==> config.mk <==
export PLATFORM = sky130hd
export DESIGN_NAME = i2c_master
export DESIGN_NICKNAME = d
export VERILOG_FILES = /design/src/rtl/i2c_master.sv
export SDC_FILE = /design/constraint.sdc
export NUM_CORES = 1
export LEC_CHECK = 0
export ABC_AREA = 1
export ABC_CLOCK_PERIOD_IN_PS = 2050
export BUFFER_PORTS_ARGS = -buffer_cell sky130_fd_sc_hd__buf_2
export CORE_ASPECT_RATIO = 0.7
export CORE_MARGIN = 3
export CORE_UTILIZATION = 29
export CTS_BUF_LIST = sky130_fd_sc_hd__clkbuf_2 sky130_fd_sc_hd__clkbuf_4 sky130_fd_sc_hd__clkbuf_8
export CTS_CLUSTER_DIAMETER = 50
export DETAILED_ROUTE_END_ITERATION = 6
export GPL_ROUTABILITY_DRIVEN = 1
export GPL_TIMING_DRIVEN = 1
export PLACE_DENSITY_LB_ADDON = 0.08
export SLEW_MARGIN = 30
export SYNTH_ARGS = -nofsm -noshare
export SYNTH_HDL_FRONTEND = slang
export SYNTH_SLANG_ARGS = --single-unit
==> constraint.sdc <==
create_clock -name ifclk -period 2.05 [get_ports ifclk]
set_input_delay 0.1025 -clock ifclk [delete_from_list [all_inputs] [get_ports ifclk]]
set_output_delay 0.1025 -clock ifclk [all_outputs]
set_load 0.1 [all_outputs]
==> src/rtl/i2c_master.sv <==
// Byte-oriented I2C master for single-byte register writes and reads.
// Write: S, {chip,0}, register address bytes (MSB first), data, P.
// Read:  S, {chip,0}, register address bytes, Sr, {chip,1}, one byte, master NACK, P.
// SDA/SCL are open drain: the *_out pins are tied low and the *_oeb pins
// select between release (1) and drive-low (0). The slave may stretch SCL.
//
// Handshake: start is a one-cycle request that is accepted only in a cycle
// where busy=0, and rw/chip_addr/reg_addr/datai are captured in that same
// cycle. busy rises the cycle after acceptance and falls in the cycle done
// pulses. datao is valid while done=1 with nack=0, and it holds its value
// until the next read completes. A new start in the done cycle is accepted.
module i2c_master #(
  parameter int NUM_ADDR_BYTES = 2,
  parameter int CLK_DIV        = 30
) (
  input  logic                        ifclk,
  input  logic                        resetb,
  input  logic                        start,
  input  logic                        rw,
  input  logic [6:0]                  chip_addr,
  input  logic [8*NUM_ADDR_BYTES-1:0] reg_addr,
  input  logic [7:0]                  datai,
  output logic [7:0]                  datao,
  output logic                        busy,
  output logic                        done,
  output logic                        nack,
  input  logic                        sda_in,
  input  logic                        scl_in,
  output logic                        sda_out,
  output logic                        sda_oeb,
  output logic                        scl_out,
  output logic                        scl_oeb,
  output logic [2:0]                  dbg_state
);

  localparam int AW    = 8 * NUM_ADDR_BYTES;
  localparam int DIV_W = $clog2(CLK_DIV);
  localparam logic [DIV_W-1:0] DIV_LAST  = DIV_W'(CLK_DIV - 1);
  localparam logic [2:0]       ADDR_LAST = 3'(NUM_ADDR_BYTES);

  typedef enum logic [2:0] {
    S_IDLE   = 3'd0,
    S_START  = 3'd1,
    S_TX     = 3'd2,
    S_TACK   = 3'd3,
    S_RSTART = 3'd4,
    S_RX     = 3'd5,
    S_MNACK  = 3'd6,
    S_STOP   = 3'd7
  } state_t;

  state_t             state, state_n;
  logic [1:0]         phase, phase_n;
  logic [DIV_W-1:0]   div_cnt;
  logic               sda_s1, sda_sync, scl_s1, scl_sync;
  logic               sda_rel, scl_rel;
  logic               advance, start_acc;
  logic [7:0]         tx_sr, rx_sr, data_q;
  logic [6:0]         chip_q;
  logic [AW-1:0]      addr_sr;
  logic [2:0]         bit_cnt, byte_idx;
  logic               rw_q, ack_q;

  assign sda_out   = 1'b0;
  assign scl_out   = 1'b0;
  assign busy      = (state != S_IDLE);
  assign dbg_state = state;
  assign start_acc = (state == S_IDLE) && start;
  // A phase ends on the divider tick, but a phase that releases SCL waits
  // until the bus actually shows SCL high (clock stretching).
  assign advance   = (state != S_IDLE) && (div_cnt == DIV_LAST) && (!scl_rel || scl_sync);

  // Two-flop synchronizers on the pad inputs; idle bus reads as high.
  always_ff @(posedge ifclk or negedge resetb) begin
    if (!resetb) begin
      sda_s1   <= 1'b1;
      sda_sync <= 1'b1;
      scl_s1   <= 1'b1;
      scl_sync <= 1'b1;
    end else begin
      sda_s1   <= sda_in;
      sda_sync <= sda_s1;
      scl_s1   <= scl_in;
      scl_sync <= scl_s1;
    end
  end

  // State and quarter-phase registers.
  always_ff @(posedge ifclk or negedge resetb) begin
    if (!resetb) begin
      state <= S_IDLE;
      phase <= 2'd0;
    end else begin
      state <= state_n;
      phase <= phase_n;
    end
  end

  // Next-state logic: transitions happen at the end of the q3 phase of a bit.
  always_comb begin
    state_n = state;
    phase_n = phase;
    if (start_acc) begin
      state_n = S_START;
      phase_n = 2'd0;
    end else if (advance) begin
      phase_n = phase + 2'd1;
      if (phase == 2'd3) begin
        case (state)
          S_START:  state_n = S_TX;
          S_TX:     if (bit_cnt == 3'd7) state_n = S_TACK;
          S_TACK: begin
            if (ack_q)                              state_n = S_STOP;
            else if (byte_idx == ADDR_LAST + 3'd1)  state_n = rw_q ? S_RX : S_STOP;
            else if (byte_idx == ADDR_LAST && rw_q) state_n = S_RSTART;
            else                                    state_n = S_TX;
          end
          S_RSTART: state_n = S_TX;
          S_RX:     if (bit_cnt == 3'd7) state_n = S_MNACK;
          S_MNACK:  state_n = S_STOP;
          S_STOP:   state_n = S_IDLE;
          default:  state_n = S_IDLE;
        endcase
      end
    end
  end

  // Line levels wanted for the current state and phase (1 = release).
  always_comb begin
    sda_rel = 1'b1;
    scl_rel = 1'b1;
    case (state)
      S_START: begin
        sda_rel = (phase == 2'd0);
        scl_rel = (phase != 2'd3);
      end
      S_TX: begin
        sda_rel = tx_sr[7];
        scl_rel = (phase == 2'd1) || (phase == 2'd2);
      end
      S_TACK, S_RX, S_MNACK: begin
        scl_rel = (phase == 2'd1) || (phase == 2'd2);
      end
      S_RSTART: begin
        sda_rel = (phase <= 2'd1);
        scl_rel = (phase == 2'd1) || (phase == 2'd2);
      end
      S_STOP: begin
        sda_rel = (phase == 2'd3);
        scl_rel = (phase != 2'd0);
      end
      default: begin
        sda_rel = 1'b1;
        scl_rel = 1'b1;
      end
    endcase
  end

  // Registered pad enables so the pads never see decode glitches.
  always_ff @(posedge ifclk or negedge resetb) begin
    if (!resetb) begin
      sda_oeb <= 1'b1;
      scl_oeb <= 1'b1;
    end else begin
      sda_oeb <= sda_rel;
      scl_oeb <= scl_rel;
    end
  end

  // Datapath: request capture, phase divider, byte sequencing and read capture.
  always_ff @(posedge ifclk or negedge resetb) begin
    if (!resetb) begin
      div_cnt  <= '0;
      tx_sr    <= 8'd0;
      rx_sr    <= 8'd0;
      data_q   <= 8'd0;
      chip_q   <= 7'd0;
      addr_sr  <= '0;
      bit_cnt  <= 3'd0;
      byte_idx <= 3'd0;
      rw_q     <= 1'b0;
      ack_q    <= 1'b0;
      datao    <= 8'd0;
      done     <= 1'b0;
      nack     <= 1'b0;
    end else begin
      done <= 1'b0;
      if (start_acc) begin
        rw_q     <= rw;
        chip_q   <= chip_addr;
        data_q   <= datai;
        addr_sr  <= reg_addr;
        tx_sr    <= {chip_addr, 1'b0};
        bit_cnt  <= 3'd0;
        byte_idx <= 3'd0;
        ack_q    <= 1'b0;
        nack     <= 1'b0;
      end
      if (state == S_IDLE || advance)
        div_cnt <= '0;
      else if (div_cnt != DIV_LAST)
        div_cnt <= div_cnt + 1'b1;
      if (advance && phase == 2'd2) begin
        if (state == S_TACK) ack_q <= sda_sync;
        if (state == S_RX)   rx_sr <= {rx_sr[6:0], sda_sync};
      end
      if (advance && phase == 2'd3) begin
        case (state)
          S_TX: begin
            if (bit_cnt == 3'd7) begin
              bit_cnt <= 3'd0;
            end else begin
              bit_cnt <= bit_cnt + 3'd1;
              tx_sr   <= {tx_sr[6:0], 1'b0};
            end
          end
          S_TACK: begin
            if (ack_q) begin
              nack <= 1'b1;
            end else if (byte_idx < ADDR_LAST) begin
              tx_sr    <= addr_sr[AW-1 -: 8];
              addr_sr  <= addr_sr << 8;
              byte_idx <= byte_idx + 3'd1;
            end else if (byte_idx == ADDR_LAST) begin
              tx_sr    <= rw_q ? {chip_q, 1'b1} : data_q;
              byte_idx <= byte_idx + 3'd1;
            end
          end
          S_RX: begin
            if (bit_cnt == 3'd7) begin
              bit_cnt <= 3'd0;
              datao   <= rx_sr;
            end else begin
              bit_cnt <= bit_cnt + 3'd1;
            end
          end
          S_STOP:  done <= 1'b1;
          default: ;
        endcase
      end
    end
  end

endmodule

After elaboration in Yosys (flattened, before gate mapping)
Index checks and enable logic that the tools add are counted.
- bits in registers: 81
- bits of input ports: 37
- reduce and logical (&&, ||, !) cells: 23
- mux-type cells: 48
- order comparisons: 2
- $add $sub $neg: 4
- eq/ne operators: 18
- operators with widths (cell ; number):
    16-bit 2-to-1 mux ; 5
    8-bit 2-to-1 mux ; 7
    3-bit 2-to-1 mux ; 18
    8-bit one-hot mux with 2 select lines ; 1
    3-bit equality test, second input constant ; 5
    3-bit one-hot mux with 5 select lines ; 1
    3-bit by 2-bit equality test with 1-bit output, second input constant ; 4
    5-bit 2-to-1 mux ; 2
    1-bit 2-to-1 mux ; 9
    2-bit nonzero test ; 4
    3-bit by 1-bit adder with 3-bit output, second input constant ; 2
    1-bit logical AND ; 6
    2-bit 2-to-1 mux ; 3
    5-bit by 1-bit adder with 5-bit output, second input constant ; 1
    5-bit equality test, second input constant ; 1
    5-bit != test, second input constant ; 1
    5-bit OR reduction ; 1
    2-bit equality test, second input constant ; 2
    1-bit one-hot mux with 4 select lines ; 1
    4-bit AND reduction ; 1
    2-bit OR reduction ; 2
    3-bit by 1-bit equality test with 1-bit output, second input constant ; 1
    3-bit logical NOT ; 1
    1-bit logical OR ; 3
    other kinds (13) ; 13

Logic depth before layout (Yosys ltp)
- depth in word-level cells: 9
- depth in mapped cells: 12
- depth with buffers taken out: 11

Least setup slack after synthesis
No wires, ideal clock.
- kind: register -> register
- from: reg state[2] (netlist: dbg_state[2])
- to: reg div_cnt[0]
- required time: 1921 ps
- arrival: 2321 ps
- setup slack: -400 ps
- cell stages (with the launch flop): 5
- library setup time: 129 ps
- clock period less this slack: 2450 ps
- cell sequence: dfrtp_1 -> inv_1 -> nand3_1 -> a21oi_1 -> a21oi_1
- elaborated cells between the ends (all ways): 18
- classes of those cells: 7 x eq/ne; 2 x mux; 9 x reduce/logical
- RTL lines (what ; RTL line ; RTL):
    start: declaration ; 52 ; state_t state, state_n;
    start signal: assignment ; 94 ; state <= state_n;
    3-bit nonzero test (*) ; n/a ;
    via busy ; 24 ; output logic busy,
    1-bit logical AND (*) (2 in a row) ; 71 ; assign advance = (state != S_IDLE) && (div_cnt == DIV_LAST) && (!scl_rel || scl_sync);
    1-bit logical OR (*) ; 199 ; if (state == S_IDLE || advance)
    5-bit 2-to-1 mux / 2-bit nonzero test (equally long branches) ; n/a ;
    end signal: assignment ; 202 ; div_cnt <= div_cnt + 1'b1;
    end: declaration ; 54 ; logic [DIV_W-1:0] div_cnt;
The timed path passes the listed nets; every way through them passes the cells marked *.
A chain may end at the register's enable or synchronous reset.

Worst setup path after layout
- from: reg phase[0]
- to: reg datao[0]
- cells in the longest elaborated chain, start to end: 8
- elaborated cells between the ends (all ways): 12
- classes of those cells: 4 x eq/ne; 1 x mux; 7 x reduce/logical
- RTL lines (what ; RTL line ; RTL):
    start: declaration ; 53 ; logic [1:0] phase, phase_n;
    start signal: assignment ; 95 ; phase <= phase_n;
    2-bit by 1-bit equality test with 1-bit output / 2-bit equality test (equally long branches) ; 139, 142, 146 ;
    1-bit logical OR ; 139, 142, 146 ;
    1-bit one-hot mux with 3 select lines (*) ; 132 ; case (state)
    via scl_rel ; 56 ; logic sda_rel, scl_rel;
    1-bit logical NOT (*) ; 71 ;
    1-bit logical OR (*) ; 71 ;
    1-bit logical AND (*) ; 71 ;
    1-bit logical AND (*) ; 207 ; if (advance && phase == 2'd3) begin
    3-bit AND reduction (no line) (*) ; n/a ;
    end signal: assignment ; 232 ; datao <= rx_sr;
    end: declaration ; 23 ; output logic [7:0] datao,
Marks and branches as above.

==> results.md <==
- Outcome: finished clean
- Clk slew on worst S/H paths: 0.08 ns
- P_sw: 2.34 mW
- I/O pin cnt: 55
- Worst reg-to-reg path cell count: 11
- Critical path buffers and inverters: 2
- Post-route cell area: 5170 sq um
- Count of final setup violators: 0
- Htree depth: 3
- Comb pwr share: 0.385
- Most frequent cells in the layout: 208 x nand2_1, 72 x dfrtp_1, 51 x buf_2, 35 x inv_1, 33 x nand3_1
- GRT Total Usage: 0.144
- PnR worst setup slack: 0.144 ns
- Most common cell after layout, fill and taps aside: nand2_1
- Internal power: 3.22 mW
- Final Power: 5.56 mW
- Area of the multi-input gates: 1880 sq um
- Async S/R FF share, synth: 1.00
- Mapped Cells: 519
- Vias per inst: 4.45
- Max_cap viols: 0
- Power per Cell Area: 1080 nW/um^2
- Fin crit period: 1.91 ns
- Starting Density: 0.304
- Area share of the largest cell type after synthesis: 0.457
- Cell-by-cell trace of the critical path: inv_1 > ha_1 > nor2_1 > nor2_1 > nand3_2 > nand2_4 > nand3_4 > inv_2 > nand3_4 > nand2_1 > nand2_1
- CTS tree: done
- Area Growth Syn to Fin: 25.9%
- Fin Clk Skew: 0.0104 ns
- Clk pwr share: 0.197
- Global-route wire length before repair: 17.9 mm
- Antenna violations before repair: 0
- Wire per inst: 13.4 microns
- Initial DRC Count: 179
- Vias in the first global route: 3522
- Top cell type by total area after synthesis: dfrtp_1
- Gpl congestion: 0.827
- Syn Area/Cell: 7.91 sq um
- Clock net sink count: 81
- Top post-synthesis cells by area: dfrtp_1 46%, nand2_1 19%, nand3_1 4.1%
- TritonCTS Buffers: 9
- VDD IR-drop max: 0.387 mV
- Row cnt: 35
- Clk_lat worst skew: 0.36 ns
- WP depth: 11
- Delay-heaviest family, CP: simple AND/OR/NAND/NOR gates
- Slew Limit Fails: 0
- Critical Path RT: 2.31 ns
- Filler instances: 1463
- FMAX: 525 MHz
- Setup Total Neg Slack: 0 ns
- Register-to-register setup slack: 0.14 ns
- GRT overflow: 0
- Core area: 13500 sq um
- CP max stage delay: 0.41 ns
- Nature of the critical path endpoint: register
- Synth unique cells: 41
- Antenna diodes: 0
- DP Area: 4670 sq um
- Start of the worst register-to-register path: phase[0]
- Vert. Die Dim: 106 microns
- Die span in x: 148 microns
- Share of layout cells above drive strength 1: 0.205
- WHS Path Cells: 3
- Nets@finish: 657
- Crit path max fanout: 8
- Root buf cell: clkbuf_8
- Sequential share of power: 0.418
- EDFF count, synth: 0
- Detailed Place HPWL: 7.62 mm
- Max-slew headroom: 0.644
- Sequential area share after synthesis: 0.496
- Antenna Nets Post-Route: 0
- CP Class: register to register
- Hold Fails Final Rpt: 0
- Critical Path Source Type: register
- Largest net degree at the start of global routing: 44
- Die Footprint: 15600 sq um
- Crit path from: phase[0]
- Initial DRT Pass Iterations: 5
- WL final: 10.7 mm
- Synthesized area: 4110 sq um
- Top_reg_cell synth: dfrtp_1
- Slew @ Worst Pin: 0.534 ns
- Switch share: 0.421
- Worst hold path class: input port to register
- Unrepaired setup endpoints after global routing: yes
- Leakage power: 2.67 nW
- PortBufs: 52
- Routed via count: 3557
- DRC Markers: 0
- Syn. warnings: 0
- CP arrival: 2.16 ns
- Slowest CP cell: dfrtp_1
- CP Capture Point: datao[0]
- Reg-to-Reg End: datao[0]
- Final worst-path cycle share: 0.930
- Register bit count reported by yosys: 81
- FF/Latch Area: 2040 sq um
- Post-Place Setup Slack: 0.0956 ns
- Longest Clk Path Bufs: 2
-- worst reg2reg max path, cell delays in order, from the launching register on --
cell	delay, ns
dfrtp_1	0.41
inv_1	0.12
ha_1	0.20
nor2_1	0.06
nor2_1	0.13
nand3_2	0.15
nand2_4	0.13
nand3_4	0.15
inv_2	0.16
nand3_4	0.14
nand2_1	0.09
nand2_1	0.05
-- logic make-up after synthesis --
family,Yosys count,synth area share
buf+inv,58,0.0576
fa+ha+maj,11,0.0335
flops,81,0.496
simple gates,293,0.309
xor+xnor,2,0.00427
other cells,1,0.000913
compound gates,73,0.0994
-- cells in the mapped netlist (all sizes together), types with 2 or more instances --
cell type,instances
xor2,2
dfrtp,75
or2,8
nand4,3
nor3,3
inv,40
nand3,37
o21ai,42
nand2,214
ha,11
dfstp,6
nor2,28
buf,10
o211ai,2
clkbuf,7
a21oi,17
a22oi,5
-- timing repair --
action | 4_1_cts | 5_1_grt
setup buffers | 0 | 3
endpoints found under the hold margin | 59 | 0
hold buffers | 25 | 0
gates resized for setup | 0 | 10
setup endpoints to repair | 0 | 27
-- power by group through the flow --
stage                     sequential (mW)  combinational [mW]  clock [mW]
after CTS                            2.32                2.14        1.15
after floorplan                      2.55                1.32           0
after global routing                 2.38                2.42        1.21
after global placement               2.36                2.07           0
final                                2.32                2.14        1.10
after detailed placement             2.35                2.10           0
-- cell type report --
class,count,share of cell area
sequential,81,0.394
multi-input combinational,381,0.363
timing repair buffer,95,0.133
tap,185,0.0448
inverter,41,0.0303
clock buffer,12,0.0283
clock inverter,4,0.00581
-- worst min path at each step --
stage,from,end,slack (ns)
after floorplan,resetb,ack_q,-0.19
after global placement,resetb,div_cnt[3],0.12
after detailed placement,resetb,done,0.12
after CTS,chip_addr[0],chip_q[0],0.007
after global routing,chip_addr[0],chip_q[0],0.03
final,chip_addr[0],chip_q[0],0.006
-- per-layer routing --
layer	wire length, microns	track usage	vias to the layer above
li1	-	-	1842
met1	5570	0.212	1628
met2	4610	0.211	81
met3	485	0.0382	6
met4	72	0.0316	0
met5	0	0	-
-- state kept, by name, indices dropped and copies added (netlist names) --
name	flops
addr_sr	16
data_q	8
datao	8
rx_sr	8
tx_sr	8
chip_q	7
div_cnt	5
bit_cnt	3
byte_idx	3
dbg_state	3
phase	2
ack_q	1
done	1
nack	1
rw_q	1
scl_oeb	1
scl_s1	1
scl_sync	1
sda_oeb	1
sda_s1	1
sda_sync	1
-- stage by stage --
stage / utilization / std cells / hold slack (ns)
detailed placement: 0.346 / 755 / 0.125
global route: 0.383 / 799 / 0.0254
CTS: 0.378 / 796 / 0.00667
floorplan: - / 520 / -0.193
global placement: 0.346 / 755 / 0.124
finish: 0.383 / 799 / 0.00635
No activity file was read; power rests on OpenSTA's default activity.
